[src/rtl/sd_image_server.sv]
// sd_image_server: responder for the sd_rd/sd_wr/sd_ack/sd_buff_* sector
// protocol. Serves 512-byte sectors out of a byte-wide backing memory that
// holds a disk image, and reports mount events and the image size.
//
// Handshake: sd_rd/sd_wr are request levels sampled only in IDLE. A request
// is accepted when seen in IDLE with an image mounted; sd_ack then rises
// after ACK_DELAY idle cycles and stays high for the whole 512-byte sector.
// Once accepted, the request level is ignored until the sector completes.
// After completion the responder waits in DONE for both requests to drop,
// so a held request never starts a second transfer.
module sd_image_server #(
  parameter int IMG_SECTORS = 320,
  parameter int ADDR_W      = 18,
  parameter int ACK_DELAY   = 4
) (
  input  logic              clk,
  input  logic              reset,
  input  logic              mount_req,
  input  logic              mount_present,
  output logic              img_mounted,
  output logic [63:0]       img_size,
  input  logic [31:0]       lba,
  input  logic              sd_rd,
  input  logic              sd_wr,
  output logic              sd_ack,
  output logic [8:0]        sd_buff_addr,
  output logic              sd_buff_wr,
  output logic [7:0]        sd_buff_dout,
  input  logic [7:0]        sd_buff_din,
  output logic              lba_err,
  output logic [ADDR_W-1:0] mem_addr,
  output logic              mem_rd,
  input  logic [7:0]        mem_rdata,
  output logic              mem_wr,
  output logic [7:0]        mem_wdata,
  output logic [2:0]        state_dbg
);

  localparam logic [63:0] IMG_BYTES = 64'(IMG_SECTORS) * 64'd512;
  localparam logic [15:0] DLY_LAST  = (ACK_DELAY > 0) ? 16'(ACK_DELAY - 1) : 16'd0;

  typedef enum logic [2:0] {
    S_IDLE    = 3'd0,
    S_DELAY   = 3'd1,
    S_RD_XFER = 3'd2,
    S_WR_XFER = 3'd3,
    S_DONE    = 3'd4
  } state_t;

  state_t            state;
  logic              is_wr;     // latched direction
  logic              oor;       // latched lba was outside the image
  logic              rd_pass;   // sd_buff_dout carries mem_rdata this cycle
  logic [ADDR_W-1:0] base;      // latched lba*512
  logic [9:0]        idx;       // cycle index within the transfer, 0..512
  logic [9:0]        idx_n;
  logic [15:0]       dly_cnt;

  logic              accept;
  logic              start;
  logic              req_oor;
  logic [ADDR_W-1:0] req_base;
  logic              go_wr;
  logic              go_oor;
  logic [ADDR_W-1:0] go_base;

  assign state_dbg = state;
  assign idx_n     = idx + 10'd1;
  assign req_oor   = (lba >= 32'(IMG_SECTORS));
  assign req_base  = ADDR_W'({lba, 9'd0});
  assign accept    = (state == S_IDLE) && (sd_rd || sd_wr) && (img_size != 64'd0);
  assign start     = (accept && (ACK_DELAY == 0)) ||
                     ((state == S_DELAY) && (dly_cnt == DLY_LAST));

  // Read data and write data are pass-throughs gated by registered strobes,
  // so they are zero whenever no byte is moving.
  assign sd_buff_dout = rd_pass ? mem_rdata : 8'h00;
  assign mem_wdata    = mem_wr ? sd_buff_din : 8'h00;

  // Transfer parameters used at sd_ack rise: live inputs when starting
  // straight from IDLE (zero delay), otherwise the latched copies.
  always_comb begin
    go_wr   = is_wr;
    go_oor  = oor;
    go_base = base;
    if (state == S_IDLE) begin
      go_wr   = sd_wr;
      go_oor  = req_oor;
      go_base = req_base;
    end
  end

  // Transfer FSM with registered sector-side and memory-side outputs.
  always_ff @(posedge clk) begin
    if (reset) begin
      state        <= S_IDLE;
      is_wr        <= 1'b0;
      oor          <= 1'b0;
      rd_pass      <= 1'b0;
      base         <= '0;
      idx          <= '0;
      dly_cnt      <= '0;
      sd_ack       <= 1'b0;
      sd_buff_addr <= '0;
      sd_buff_wr   <= 1'b0;
      mem_addr     <= '0;
      mem_rd       <= 1'b0;
      mem_wr       <= 1'b0;
    end else begin
      case (state)
        S_IDLE: begin
          if (accept) begin
            is_wr   <= sd_wr;
            oor     <= req_oor;
            base    <= req_base;
            dly_cnt <= '0;
            state   <= S_DELAY;
          end
        end
        S_DELAY: begin
          dly_cnt <= dly_cnt + 16'd1;
        end
        S_RD_XFER: begin
          if (idx == 10'd512) begin
            state        <= S_DONE;
            sd_ack       <= 1'b0;
            sd_buff_wr   <= 1'b0;
            sd_buff_addr <= '0;
            rd_pass      <= 1'b0;
            mem_rd       <= 1'b0;
          end else begin
            // Issue the read for byte idx+1 while presenting byte idx.
            idx          <= idx_n;
            mem_rd       <= !idx_n[9] && !oor;
            mem_addr     <= base + ADDR_W'(idx_n[8:0]);
            sd_buff_wr   <= 1'b1;
            sd_buff_addr <= idx[8:0];
            rd_pass      <= !oor;
          end
        end
        S_WR_XFER: begin
          if (idx == 10'd512) begin
            state        <= S_DONE;
            sd_ack       <= 1'b0;
            sd_buff_addr <= '0;
            mem_wr       <= 1'b0;
          end else begin
            // Present address idx+1 while storing the byte for address idx.
            idx          <= idx_n;
            sd_buff_addr <= idx_n[9] ? 9'd511 : idx_n[8:0];
            mem_wr       <= !oor;
            mem_addr     <= base + ADDR_W'(idx[8:0]);
          end
        end
        S_DONE: begin
          if (!sd_rd && !sd_wr) state <= S_IDLE;
        end
        default: state <= S_IDLE;
      endcase

      // sd_ack rise overrides the IDLE/DELAY arms above.
      if (start) begin
        state        <= go_wr ? S_WR_XFER : S_RD_XFER;
        sd_ack       <= 1'b1;
        idx          <= '0;
        sd_buff_addr <= '0;
        mem_rd       <= !go_wr && !go_oor;
        mem_addr     <= go_base;
      end
    end
  end

  // Mount reporting, independent of the transfer FSM.
  always_ff @(posedge clk) begin
    if (reset) begin
      img_mounted <= 1'b0;
      img_size    <= '0;
    end else begin
      img_mounted <= mount_req;
      if (mount_req) img_size <= mount_present ? IMG_BYTES : 64'd0;
    end
  end

  // Sticky request error: bad lba or both directions at once; mount clears it.
  always_ff @(posedge clk) begin
    if (reset) begin
      lba_err <= 1'b0;
    end else if (mount_req) begin
      lba_err <= 1'b0;
    end else if (accept && ((sd_rd && sd_wr) || req_oor)) begin
      lba_err <= 1'b1;
    end
  end

endmodule

[config.mk]
export PLATFORM = sky130hd
export DESIGN_NAME = sd_image_server
export DESIGN_NICKNAME = d
export VERILOG_FILES = /design/src/rtl/sd_image_server.sv
export SDC_FILE = /design/constraint.sdc
export NUM_CORES = 1
export LEC_CHECK = 0
export ABC_AREA = 1
export BUFFER_PORTS_ARGS = -buffer_cell sky130_fd_sc_hd__buf_2
export CORE_ASPECT_RATIO = 0.8
export CORE_MARGIN = 5
export CORE_UTILIZATION = 30
export DETAILED_ROUTE_END_ITERATION = 16
export PLACE_DENSITY_LB_ADDON = 0.25
export SLEW_MARGIN = 0
export SYNTH_ARGS = -nofsm -noshare
export SYNTH_HDL_FRONTEND = slang
export SYNTH_SLANG_ARGS = --single-unit
[constraint.sdc]
create_clock -name clk -period 2.95 [get_ports clk]
set_clock_uncertainty 0.15 [all_clocks]
set_input_delay 0.59 -clock clk [delete_from_list [all_inputs] [get_ports clk]]
set_output_delay 0.59 -clock clk [all_outputs]
set_load 0.05 [all_outputs]
* Yosys cells after proc, flatten, opt, wreduce, memory -nomap -nowiden
Cells that the tools add are included.
Widths: inputs -> output; s select.
** Word-level totals
- Flip-flop bits (word level) :: 138
- Bits of input ports :: 54
- Output and inout bits :: 116
- Logic and storage cells :: 98
** Cells by class
- Add/sub/neg operators :: 4
- $lt $le $gt $ge :: 1
- Equal/unequal tests :: 13
- Muxes and demuxes :: 30
- Bitwise operators :: 1
- Reduce and logical (&&, ||, !) cells :: 33
** Operators with widths (number)
- $mux 18 :: 5
- $reduce_bool 64->1 :: 1
- $add 18x9->18 :: 2
- $pmux 18 s2 :: 1
- $ge 32x9->1 const B :: 1
- $pmux 16 s2 :: 1
- $mux 9 :: 3
- $pmux 9 s2 :: 1
- $add 16x1->16 const B :: 1
- $eq 16x2->1 const B :: 1
- $mux 16 :: 1
- $mux 8 :: 2
- $mux 3 :: 4
- $ne 3x3->1 const B :: 4
- $pmux 3 s4 :: 1
- $mux 1 :: 11
- $add 10x1->10 const B :: 1
- $eq 10x10->1 const B :: 1
- $reduce_bool 2->1 :: 5
- $logic_and 1x1->1 :: 8
- $reduce_and 2->1 :: 4
- $eq 3x2->1 const B :: 2
- $logic_not 1->1 :: 6
- $reduce_or 2->1 :: 3
- other kinds (10) :: 12

* Depth between registers and ports, before layout
- Depth in word-level cells :: 6
- Gate-level depth with buffers :: 12
- Depth with buffers taken out :: 12

* Worst setup path after synthesis
No wires, ideal clock.
- Path kind :: reg-to-output
- From :: register mem_wr
- To :: output port mem_wdata[0]
- Arrival time :: 1281 ps
- Data required time :: 2210 ps
- Slack :: 929 ps
- Cell stages (with the launch flop) :: 4
- Path buffers :: 1
- Path through :: dfxtp_1 clkbuf_1 nand2_1 inv_1
** On the way
- Longest elaborated chain between the ends :: 1
** Ends and longest elaborated chain
- start: declaration :: RTL line 34 : output logic mem_wr,
- start signal: assignment :: RTL line 151 : mem_wr <= !oor;
- $mux 8 :: RTL line 78 : assign mem_wdata = mem_wr ? sd_buff_din : 8'h00;
- end: declaration :: RTL line 35 : output logic [7:0] mem_wdata,
No other way between the ends.

* Worst setup path after layout
- From :: register idx[0]
- To :: register sd_buff_addr[0]
** On the way
- Longest elaborated chain between the ends :: 4
** Ends and longest elaborated chain
- start: declaration :: RTL line 55 : logic [9:0] idx;
- start signal: assignment :: RTL line 133 : idx <= idx_n;
- start signal: assignment :: RTL line 149 : idx <= idx_n;
- $add 10x1->10 :: RTL line 68 : assign idx_n = idx + 10'd1;
- named net idx_n[0] :: RTL line 56 : logic [9:0] idx_n;
- $mux 9 :: RTL line 150 : sd_buff_addr <= idx_n[9] ? 9'd511 : idx_n[8:0];
- $mux 9 :: RTL line 142 : if (idx == 10'd512) begin
- $pmux 9 s2 :: RTL line 110 : case (state)
- end signal: assignment :: RTL line 137 : sd_buff_addr <= idx[8:0];
- end signal: assignment :: RTL line 150
- end: declaration :: RTL line 26 : output logic [8:0] sd_buff_addr,
The timed path passes the listed nets, and every way through them passes these cells.
A chain may end at the register's enable or synchronous reset.

==> key figures <==
Status
  – Status: complete, no violations

Route
  – DRT Wirelength: approximately 12 mm
  – Vias: ~4,300
  – DRT antenna net count: 0
  – Avg WL per Cell: ~13 µm
  – First-pass detailed-route iteration total: 5
  – Initial DRC count: between 200 and 300
  – Vias per inst: 4.44
  – DRC: 0

Global route
  – Initial antenna violation count: 0
  – Global-route usage over all layers: 0.140
  – Remaining Overflow, GRT: 0
  – Largest net degree at the start of global routing: 32
  – Vias in the first global route: between 3,000 and 4,000
  – First-pass GRT wire length: 19.9 mm

Logic synthesis
  – Synth top area cells: dfxtp_1 34%, nand2_1 14%, buf_4 11%, a21oi_1 7.3%, nor2_1 7.2%
  – Post-synthesis register bit count: 75
  – Yosys warning total: 0
  – Post-synthesis cell area: 4370 µm²
  – Cells after Synth: roughly 670
  – Avg Inst Size Synth: 6.56 µm²
  – Seq/Total Area, Yosys: 0.343
  – Post-synth EDFFs: 0
  – Distinct cells, synth: 32
  – Synth area leader: dfxtp_1
  – Synth top area share: 0.343
  – Asr flop ratio synth: 0
  – Top_reg_cell synth: dfxtp_1

Worst setup path
  – Reg2Reg Depth: 10
  – RR Startpoint: idx[0]
  – Crit path to: sd_buff_addr[0]
  – Required time of the critical path: approximately 3 ns
  – Startpoint Class: flip-flop
  – Crit Path Category: reg -> reg
  – Crit path capture type: flip-flop
  – Worst stage delay on the critical path: between 0.3 and 0.4 ns
  – Flop-to-flop setup slack: 0.75 ns
  – CP arrival: 2.26 ns
  – Crit path from: idx[0]
  – Critical path peak fanout: 22
  – CP Cell Sequence: inv_1 -> ha_1 -> nand2_1 -> nor2_1 -> nand4_2 -> nand2_2 -> buf_4 -> nor2_1 -> nand2_1 -> a21oi_1
  – Reg2reg end: sd_buff_addr[0]
  – Slowest library cell on the worst path: nand2_2

Power
  – Comb power frac: 0.208
  – Flop pwr share: 0.407
  – Switch share: 0.330
  – Internal power: approximately 1.8 mW
  – Clock network power share: 0.385
  – Net Sw Power: 0.875 mW
  – Leakage: 2.47 nW
  – Maximum VDD drop: between 200 and 300 µV
  – PD cells: roughly 520 nW/µm²

Clock tree
  – Post-CTS Setup Inserts: 0
  – Max clock buf depth: 2
  – CTS Buf Count: 9
  – Reg clk slew, reported paths: 0.06 ns
  – # hold bufs at CTS: 0
  – CTS Root Cell: clkbuf_16
  – Htree depth: 3
  – Clock Sinks: 75
  – Clock latency on the worst-skew pair: about 0.33 ns
  – CTS resizes: 0
  – CTS tree: built

STA
  – TNS Setup: 0 ns
  – Peak Freq: around 450 MHz
  – Final min period: approximately 2.2 ns
  – Final period util: 0.745
  – Final setup viols: 0
  – RSZ-0062 raised after global routing: no
  – Fin. Hold Viols: 0
  – Fin. max-slew vios: 0

Floorplan
  – Die footprint: 17,100 µm²
  – Initial core utilization: 0.306
  – Die X: 145 µm
  – Die H: 118 µm
  – # IOs: 170
  – Core Footprint: 14,300 µm²
  – Cell row count: 39

Placed design
  – HPWL Detailed: a little over 9 mm
  – Final GP Congestion: 0.894
  – I/O Buffers: 107
  – Area post-placement: 4830 µm²

Cells and area
  – Share of cells above drive strength 1: 0.199
  – Area Growth Syn to Fin: 16.7%
  – Design area: about 5100 µm²
  – N_diodes: 0
  – Final #Nets: between 800 and 900

Run
  – # Max-Cap Violations: 0

Min path
  – Hold crit path type: in -> reg
-- per-layer routing --
layer / global-route usage / share of wire
met2: 0.200 / 0.40
met3: 0.0393 / 0.088
met5: 0 / 0
met1: 0.202 / 0.50
met4: 0.0488 / 0.017
-- power by group through the flow --
| stage | logic (mW) | registers (mW) | clock network (mW) |
|---|---|---|---|
| 2_1_floorplan | 0.468 | 1.14 | 0 |
| 3_3_place_gp | 0.557 | 1.10 | 0 |
| 3_5_place_dp | 0.550 | 1.10 | 0 |
| 4_1_cts | 0.551 | 1.08 | 1.05 |
| 5_1_grt | 0.611 | 1.08 | 1.10 |
| 6_report | 0.553 | 1.08 | 1.02 |
-- layout by cell type (no fill, tap or decap) --
| cell type | netlist | routed |
|---|---|---|
| a21oi_2 | 3 | 3 |
| o211ai_1 | 5 | 5 |
| a21oi_1 | 64 | 64 |
| clkbuf_8 | 0 | 2 |
| nand3_1 | 56 | 56 |
| nor3b_1 | 1 | 1 |
| or2_2 | 1 | 1 |
| clkbuf_16 | 0 | 9 |
| buf_2 | 8 | 107 |
| nor2_1 | 84 | 84 |
| nor3_1 | 4 | 4 |
| dfxtp_1 | 75 | 75 |
| nand3_4 | 1 | 1 |
| nand4_2 | 1 | 1 |
| o21ai_0 | 29 | 29 |
| a22oi_1 | 1 | 1 |
| nand4_1 | 4 | 4 |
| inv_2 | 4 | 4 |
| nand3_2 | 3 | 3 |
| nor2_4 | 2 | 2 |
| nand2_2 | 5 | 5 |
| xor2_1 | 1 | 1 |
| clkbuf_1 | 9 | 3 |
| inv_1 | 57 | 57 |
| nand2_1 | 168 | 168 |
| o21ai_2 | 1 | 1 |
| ha_1 | 3 | 3 |
| clkinv_2 | 0 | 2 |
| nor2_2 | 4 | 4 |
| a31oi_1 | 1 | 1 |
| clkinv_1 | 1 | 1 |
| buf_4 | 65 | 9 |
| conb_1 | 1 | 62 |
| and2_0 | 1 | 1 |
-- kinds of logic after synthesis --
kind of cell	count (synthesis)	synth area share
AOI/OAI and AO/OA	104	0.126
xor gates and xnor gates	1	0.00200
buffers and inverters	148	0.192
DFF	75	0.343
adders and majority gates	3	0.00858
and+or+nand+nor	335	0.327
other	1	0.000858
-- sequential cells by signal (all words and copies together), names as in the netlist --
name,cells
mem_wr,1
state_dbg,3
dly_cnt,16
mem_rd,1
mem_addr,18
sd_ack,1
idx,10
img_mounted,1
sd_buff_addr,9
sd_buff_wr,1
is_wr,1
img_size,1
oor,1
lba_err,1
base,9
rd_pass,1
-- critical path: cells and delay by family (launching register included) --
family,cells,cell delay [ns]
fa+ha+maj,1,0.17
buf+inv,2,0.43
simple gates,6,0.89
flops,1,0.37
compound gates,1,0.06
-- through the flow --
step | power [mW] | hold WS [ns] | worst slack, ns | std cells | utilization
2_1_floorplan | 1.60 | 0.291 | 0.929 | 728 | -
3_3_place_gp | 1.66 | 0.304 | 0.845 | 942 | 0.338
3_5_place_dp | 1.65 | 0.306 | 0.749 | 942 | 0.338
4_1_cts | 2.69 | 0.284 | 0.746 | 958 | 0.357
5_1_grt | 2.79 | 0.304 | 0.550 | 958 | 0.357
6_report | 2.65 | 0.297 | 0.751 | 958 | 0.357
-- layout make-up --
class,instances,area (µm²)
multi-input cells,505,2260
clock buffers,14,264
fillers,1528,9200
flip-flops and latches,75,1500
inverters,62,233
repair buffers,116,603
clock inverters,2,10.0
well taps,184,230
-- how the worst min path moves through the flow --
| stage | startpoint | endpoint | slack, ns | depth (start not counted) |
|---|---|---|---|---|
| finish | mount_present | img_size[15] | 0.30 | 3 |
| global route | mount_present | img_size[15] | 0.30 | 3 |
| global placement | base[16] | mem_addr[16] | 0.30 | 2 |
| floorplan | base[10] | mem_addr[10] | 0.29 | 2 |
| CTS | mount_present | img_size[15] | 0.28 | 3 |
| detailed placement | base[12] | mem_addr[12] | 0.31 | 2 |
-- synthesized netlist by cell type, types with 2 or more instances --
library cell	instances
a21oi_1	64
a21oi_2	3
buf_2	8
buf_4	65
buf_6	4
clkbuf_1	9
dfxtp_1	75
ha_1	3
inv_1	57
inv_2	4
nand2_1	168
nand2_2	5
nand3_1	56
nand3_2	3
nand4_1	4
nor2_1	84
nor2_2	4
nor2_4	2
nor3_1	4
o211ai_1	5
o21ai_0	29
(Power assumes the default switching activity.)
